$ cat config.mk
export PLATFORM = sky130hd
export DESIGN_NAME = pc_sequencer
export DESIGN_NICKNAME = d
export VERILOG_FILES = /design/src/rtl/pc_seq_pkg.sv /design/src/rtl/pc_jump_table.sv /design/src/rtl/pc_sequencer.sv
export SDC_FILE = /design/constraint.sdc
export NUM_CORES = 1
export LEC_CHECK = 0
export ABC_CLOCK_PERIOD_IN_PS = 4250
export CORE_MARGIN = 2
export CORE_UTILIZATION = 50
export CTS_CLUSTER_SIZE = 28
export DETAILED_ROUTE_END_ITERATION = 10
export PLACE_DENSITY = 0.8
export SLEW_MARGIN = 15
export SYNTH_ARGS = -nofsm -noshare
export SYNTH_HDL_FRONTEND = slang
export SYNTH_SLANG_ARGS = --single-unit
$ cat constraint.sdc
create_clock -name clk -period 4.25 [get_ports clk]
set_input_delay 0.425 -clock clk [delete_from_list [all_inputs] [get_ports clk]]
set_output_delay 0.425 -clock clk [all_outputs]
set_load 0.01 [all_outputs]
$ cat src/rtl/pc_seq_pkg.sv
// Shared types and defaults for the PC sequencer and its jump table.
package pc_seq_pkg;

   localparam int unsigned PC_W_DEF  = 9;
   localparam int unsigned RUN_CNT_W = 16;

   typedef enum logic [1:0] {
      IDLE  = 2'd0,
      RUN   = 2'd1,
      HALT  = 2'd2,
      FAULT = 2'd3
   } pc_state_t;

   typedef struct packed {
      logic                vld;
      logic [PC_W_DEF-1:0] src;
      logic [PC_W_DEF-1:0] off;
   } pc_entry_t;

endpackage

$ cat src/rtl/pc_jump_table.sv
// Runtime-programmable jump table: per-entry {vld, src, off}, lowest-index match wins,
// and the jump target pc+off is formed here.
module pc_jump_table
   import pc_seq_pkg::*;
#(
   parameter int unsigned D     = PC_W_DEF,
   parameter int unsigned N_JMP = 16
) (
   input  logic                     clk,
   input  logic                     rst_n,
   input  logic                     we,
   input  logic [$clog2(N_JMP)-1:0] idx,
   input  logic                     vld,
   input  logic [D-1:0]             src,
   input  logic [D-1:0]             off,
   input  logic [D-1:0]             pc,
   output logic                     hit,
   output logic [D-1:0]             target
);

   logic [N_JMP-1:0] vld_q;
   logic [D-1:0]     src_q [N_JMP];
   logic [D-1:0]     off_q [N_JMP];
   logic [D-1:0]     off_sel;

   always_ff @(posedge clk or negedge rst_n) begin
      if (!rst_n) begin
         vld_q <= '0;
         for (int i = 0; i < int'(N_JMP); i++) begin
            src_q[i] <= '0;
            off_q[i] <= '0;
         end
      end else if (we) begin
         vld_q[idx] <= vld;
         src_q[idx] <= src;
         off_q[idx] <= off;
      end
   end

   // Scan from the top down so the lowest matching index is the last to assign.
   always_comb begin
      hit     = 1'b0;
      off_sel = '0;
      for (int i = int'(N_JMP) - 1; i >= 0; i--) begin
         if (vld_q[i] && (src_q[i] == pc)) begin
            hit     = 1'b1;
            off_sel = off_q[i];
         end
      end
   end

   assign target = pc + off_sel;

endmodule

$ cat src/rtl/pc_sequencer.sv
// Fetch-stage PC owner: start/halt/fault control, sequential and table-driven jumps.
// Optional run-cycle counter built only when PC_SEQ_CYCLE_CNT_EN is defined.
module pc_sequencer
   import pc_seq_pkg::*;
#(
   parameter int unsigned D     = PC_W_DEF,
   parameter int unsigned N_JMP = 16
) (
   input  logic                     clk,
   input  logic                     rst_n,
   input  logic                     start,
   input  logic [D-1:0]             start_addr,
   input  logic                     stall,
   input  logic                     jump,
   input  logic                     halt_in,
   input  logic                     cfg_we,
   input  logic [$clog2(N_JMP)-1:0] cfg_idx,
   input  logic                     cfg_vld,
   input  logic [D-1:0]             cfg_src,
   input  logic [D-1:0]             cfg_off,
   output logic [D-1:0]             pc,
   output logic                     pc_valid,
   output logic                     done,
   output logic                     fault,
   output logic [RUN_CNT_W-1:0]     run_cycles
);

   pc_state_t    state_q, state_d;
   logic [D-1:0] pc_q, pc_d;
   logic         hit;
   logic [D-1:0] target;
   logic         running;

   assign running = (state_q == RUN);

   pc_jump_table #(
      .D     (D),
      .N_JMP (N_JMP)
   ) u_jump_table (
      .clk    (clk),
      .rst_n  (rst_n),
      .we     (cfg_we && !running),
      .idx    (cfg_idx),
      .vld    (cfg_vld),
      .src    (cfg_src),
      .off    (cfg_off),
      .pc     (pc_q),
      .hit    (hit),
      .target (target)
   );

   always_comb begin
      state_d = state_q;
      pc_d    = pc_q;
      unique case (state_q)
         RUN: begin
            if (!stall) begin
               if (halt_in) begin
                  state_d = HALT;
               end else if (jump) begin
                  if (hit) pc_d = target;
                  else     state_d = FAULT;
               end else begin
                  pc_d = pc_q + 1'b1;
               end
            end
         end
         IDLE, HALT, FAULT: begin
            if (start) begin
               state_d = RUN;
               pc_d    = start_addr;
            end
         end
         default: state_d = IDLE;
      endcase
   end

   always_ff @(posedge clk or negedge rst_n) begin
      if (!rst_n) begin
         state_q <= IDLE;
         pc_q    <= '0;
      end else begin
         state_q <= state_d;
         pc_q    <= pc_d;
      end
   end

   assign pc       = pc_q;
   assign pc_valid = running;
   assign done     = (state_q == HALT);
   assign fault    = (state_q == FAULT);

`ifdef PC_SEQ_CYCLE_CNT_EN
   logic [RUN_CNT_W-1:0] cnt_q, cnt_d;

   always_comb begin
      cnt_d = cnt_q;
      if (!running && start) begin
         cnt_d = '0;
      end else if (running && !stall && (cnt_q != {RUN_CNT_W{1'b1}})) begin
         cnt_d = cnt_q + 1'b1;
      end
   end

   always_ff @(posedge clk or negedge rst_n) begin
      if (!rst_n) cnt_q <= '0;
      else        cnt_q <= cnt_d;
   end

   assign run_cycles = cnt_q;
`else
   assign run_cycles = '0;
`endif

endmodule
==> metrics.md <==
| Metric | Value |
|---|---|
| Status | finished, violations left |
| Failing checks | negative hold slack, negative setup slack |
| Drc violations | 0 |
| Tcrit/Tclk final | 1.02 |
| Setup Crit Path Kind | flip-flop to flip-flop |
| P&R area growth vs syn | 22.8% |
| Mapped Cells | 1311 |
| Setup TNS | -201 ps |
| Overall Power | 11.9 mW |
| CTS clk-pin slew, worst paths | 60 ps |
| WL/cell | 23.2 um |
| Reg-to-reg slack, setup | -100 ps |
| Req. time, crit path | 4690 ps |
| WHS | -51.5 ps |
| Commonest non-fill, non-tap cell in the layout | dfrtp_1 |
| CTS Buffer Depth | 3 |
| Main synth FF type | dfrtp_1 |
| Average cell area after synthesis | 12.0 sq um |
| Horiz. Die Dim | 182 um |
| Drt initial violations | 1073 |
| Most frequent cells in the layout | dfrtp_1 (315), mux2_2 (294), buf_4 (142) |
| H-tree depth | 2 |
| Total GRT Usage | 0.263 |
| Vias in the first global route | 11971 |
| Hold Violations, Final | 15 |
| HP Class | input pin to asynchronous set/reset pin |
| Multi-input logic area | 7720 sq um |
| Yosys cell types | 66 |
| Root buffer cell | clkbuf_16 |
| Leak pwr | 8.58 nW |
| Maximum VDD drop | 332 uV |
| Vias per inst | 5.99 |
| Yosys top cell area share | 0.500 |
| Num rows | 65 |
| Synth warnings | 0 |
| Worst Setup End Kind | flip-flop |
| Final min period | 4350 ps |
| Initial antenna violation count | 1 |
| Max-Slew Margin vs Limit | 0.251 |
| Via count | 11454 |
| Worst endpoint data arrival time | 4800 ps |
| Fmax | 230 MHz |
| # IOs | 67 |
| RSZ-0062 raised after global routing | yes |
| Final ANT Viol Nets | 0 |
| CTS tree | done |
| First-pass GRT wire length | 67.1 mm |
| Antenna Cells | 0 |
| Number of synthesized flops with an enable pin | 0 |
| GRT overflow | 0 |
| Largest net degree at the start of global routing | 117 |
| Register area share after synthesis | 0.500 |
| Worst setup margin | -102 ps |
| Power per cell area | 613 nW/um^2 |
| Share of layout cells above drive strength 1 | 0.399 |
| Skew-Pair Late Insertion Delay | 520 ps |
| Max-Cap Viols | 0 |
| Netlist Area Pre-Place | 15800 sq um |
| Worst Skew | 20.8 ps |
| FILL cells | 2246 |
| RR Endpoint | pc[7]$_DFFE_PN0P_ |
| Register Area | 7880 sq um |
| DR pass1 iterations | 5 |
| Fraction of registers with async set/reset | 1.00 |
| Core Box Area | 31300 sq um |
| Reg2Reg Depth | 22 |
| WL final | 44.3 mm |
| Top cells by area, synth | dfrtp_1 (50%), mux2_2 (21%), xnor2_1 (6.3%), nand2_1 (1.7%), xor2_1 (1.6%) |
| Post-detail-place hpwl | 29.1 mm |
| Initial core utilization | 0.504 |
| Worst slew pin tran | 1120 ps |
| Num Clock Sinks | 315 |
| Critical Path Source | pc[0]$_DFFE_PN0P_ |
| CTS Hold Bufs | 0 |
| Reg2reg start | pc[0]$_DFFE_PN0P_ |
| Gpl congestion | 0.940 |
| Full die area | 33000 sq um |
| Startpoint Class | flip-flop |
| Final setup fails | 2 |
| Synth area leader | dfrtp_1 |
| Final nets | 1535 |
| Crit Path Max Fanout | 6 |
| CTS buffer count | 34 |
| Port Buffers | 50 |
| Yosys reg bits | 315 |
| Pins Over Slew Limit | 0 |
| Chip height | 182 um |
[metrics by stage]
stage          cells  hold slack [ps]  area, sq um   util  setup slack (ps)
3_3_place_gp    1836              481        17600  0.561              -172
5_1_grt         1912             52.5        19400  0.618              -234
6_report        1912            -51.5        19400  0.618              -102
4_1_cts         1904             30.1        19000  0.607             -37.2
2_1_floorplan   1326              129        15900      -              -105
3_5_place_dp    1836              489        17600  0.561              -244
[power by group]
part | switching [mW] | leakage [nW] | internal [mW]
sequential | 0.641 | 4.01 | 3.92
combinational | 1.92 | 3.97 | 2.18
clock | 1.24 | 0.598 | 1.98
[final cells by class]
| type | instances | area share |
|---|---|---|
| clock buffer | 43 | 0.0499 |
| clock inverter | 16 | 0.0128 |
| inverter | 21 | 0.00407 |
| multi-input combinational | 896 | 0.399 |
| sequential | 315 | 0.407 |
| tap | 402 | 0.0260 |
| timing repair buffer | 219 | 0.101 |
[cells in the mapped netlist, types with 3 or more instances]
cell / number
dfrtp_1: 315
mux2_2: 294
xnor2_1: 114
nand2_1: 71
nor2_1: 58
clkbuf_1: 54
nand4_1: 38
o21ai_0: 36
a21oi_1: 32
xor2_1: 29
nor3_1: 28
inv_1: 21
buf_4: 17
buf_6: 16
a31oi_1: 15
nor4_1: 14
nand2b_1: 11
nand3_1: 11
or3_1: 11
a221o_1: 9
ha_1: 8
nand3b_1: 7
o22ai_1: 7
a221oi_1: 6
nor2b_1: 6
o211ai_1: 5
a22oi_1: 4
and2_1: 4
nor3_2: 4
o221ai_1: 4
a211o_1: 3
a21o_1: 3
a311o_1: 3
and3_1: 3
buf_1: 3
buf_2: 3
mux2i_1: 3
o21a_1: 3
or4_1: 3
xnor2_4: 3
[how the worst max path moves through the flow]
| stage | end | slack, ps | cells past startpoint |
|---|---|---|---|
| after floorplan | pc[8]$_DFFE_PN0P_ | -100 | 21 |
| final | pc[7]$_DFFE_PN0P_ | -100 | 22 |
| after detailed placement | pc[8]$_DFFE_PN0P_ | -240 | 22 |
| after global placement | pc[8]$_DFFE_PN0P_ | -170 | 23 |
| after global routing | pc[8]$_DFFE_PN0P_ | -230 | 22 |
| after CTS | pc[7]$_DFFE_PN0P_ | -40 | 22 |
[flip-flops by register name, summed over array words and instances, names as in the netlist]
register and count:
u_jump_table.vld_q 16, u_jump_table.src_q 144, pc 9, u_jump_table.off_q 144, state_q 2
[metal layers]
metal  GRT usage  part of all wire  routed length [um]
met5           0           0.00029                  13
met4       0.128             0.045                2010
met3      0.0401             0.056                2490
met1       0.331              0.40               17600
met2       0.446              0.50               22200
[logic make-up after synthesis]
group / share of synthesized area
AO/OA/AOI/OAI: 0.0614
buffers and inverters: 0.0403
XOR/XNOR: 0.0867
AND/OR/NAND/NOR: 0.0918
flip-flops: 0.500
adder cells (fa/ha/maj): 0.00762
other: 0.000238
multiplexers: 0.212
[repair_timing]
action,4_1_cts,5_1_grt
resized for setup,34,60
setup endpoints to repair,4,5
buffers inserted,9,11
gates cloned,0,1
pin swaps,26,50
[worst max-delay path, cell delays in order (launching register included)]
cell	delay, ps
dfrtp_1	410
buf_12	160
buf_12	120
xor2_1	150
nor4_1	200
nand4_1	260
buf_6	220
buf_6	130
o211ai_1	350
a31oi_1	170
o21a_1	230
o21a_1	170
ha_1	270
a21o_1	190
a21oi_2	210
o21ai_2	80
a21oi_2	170
o21bai_1	80
a21oi_1	170
xnor2_1	140
nand2_1	70
a31oi_1	170
buf_4	160
Power figures use the tool's default switching activity.
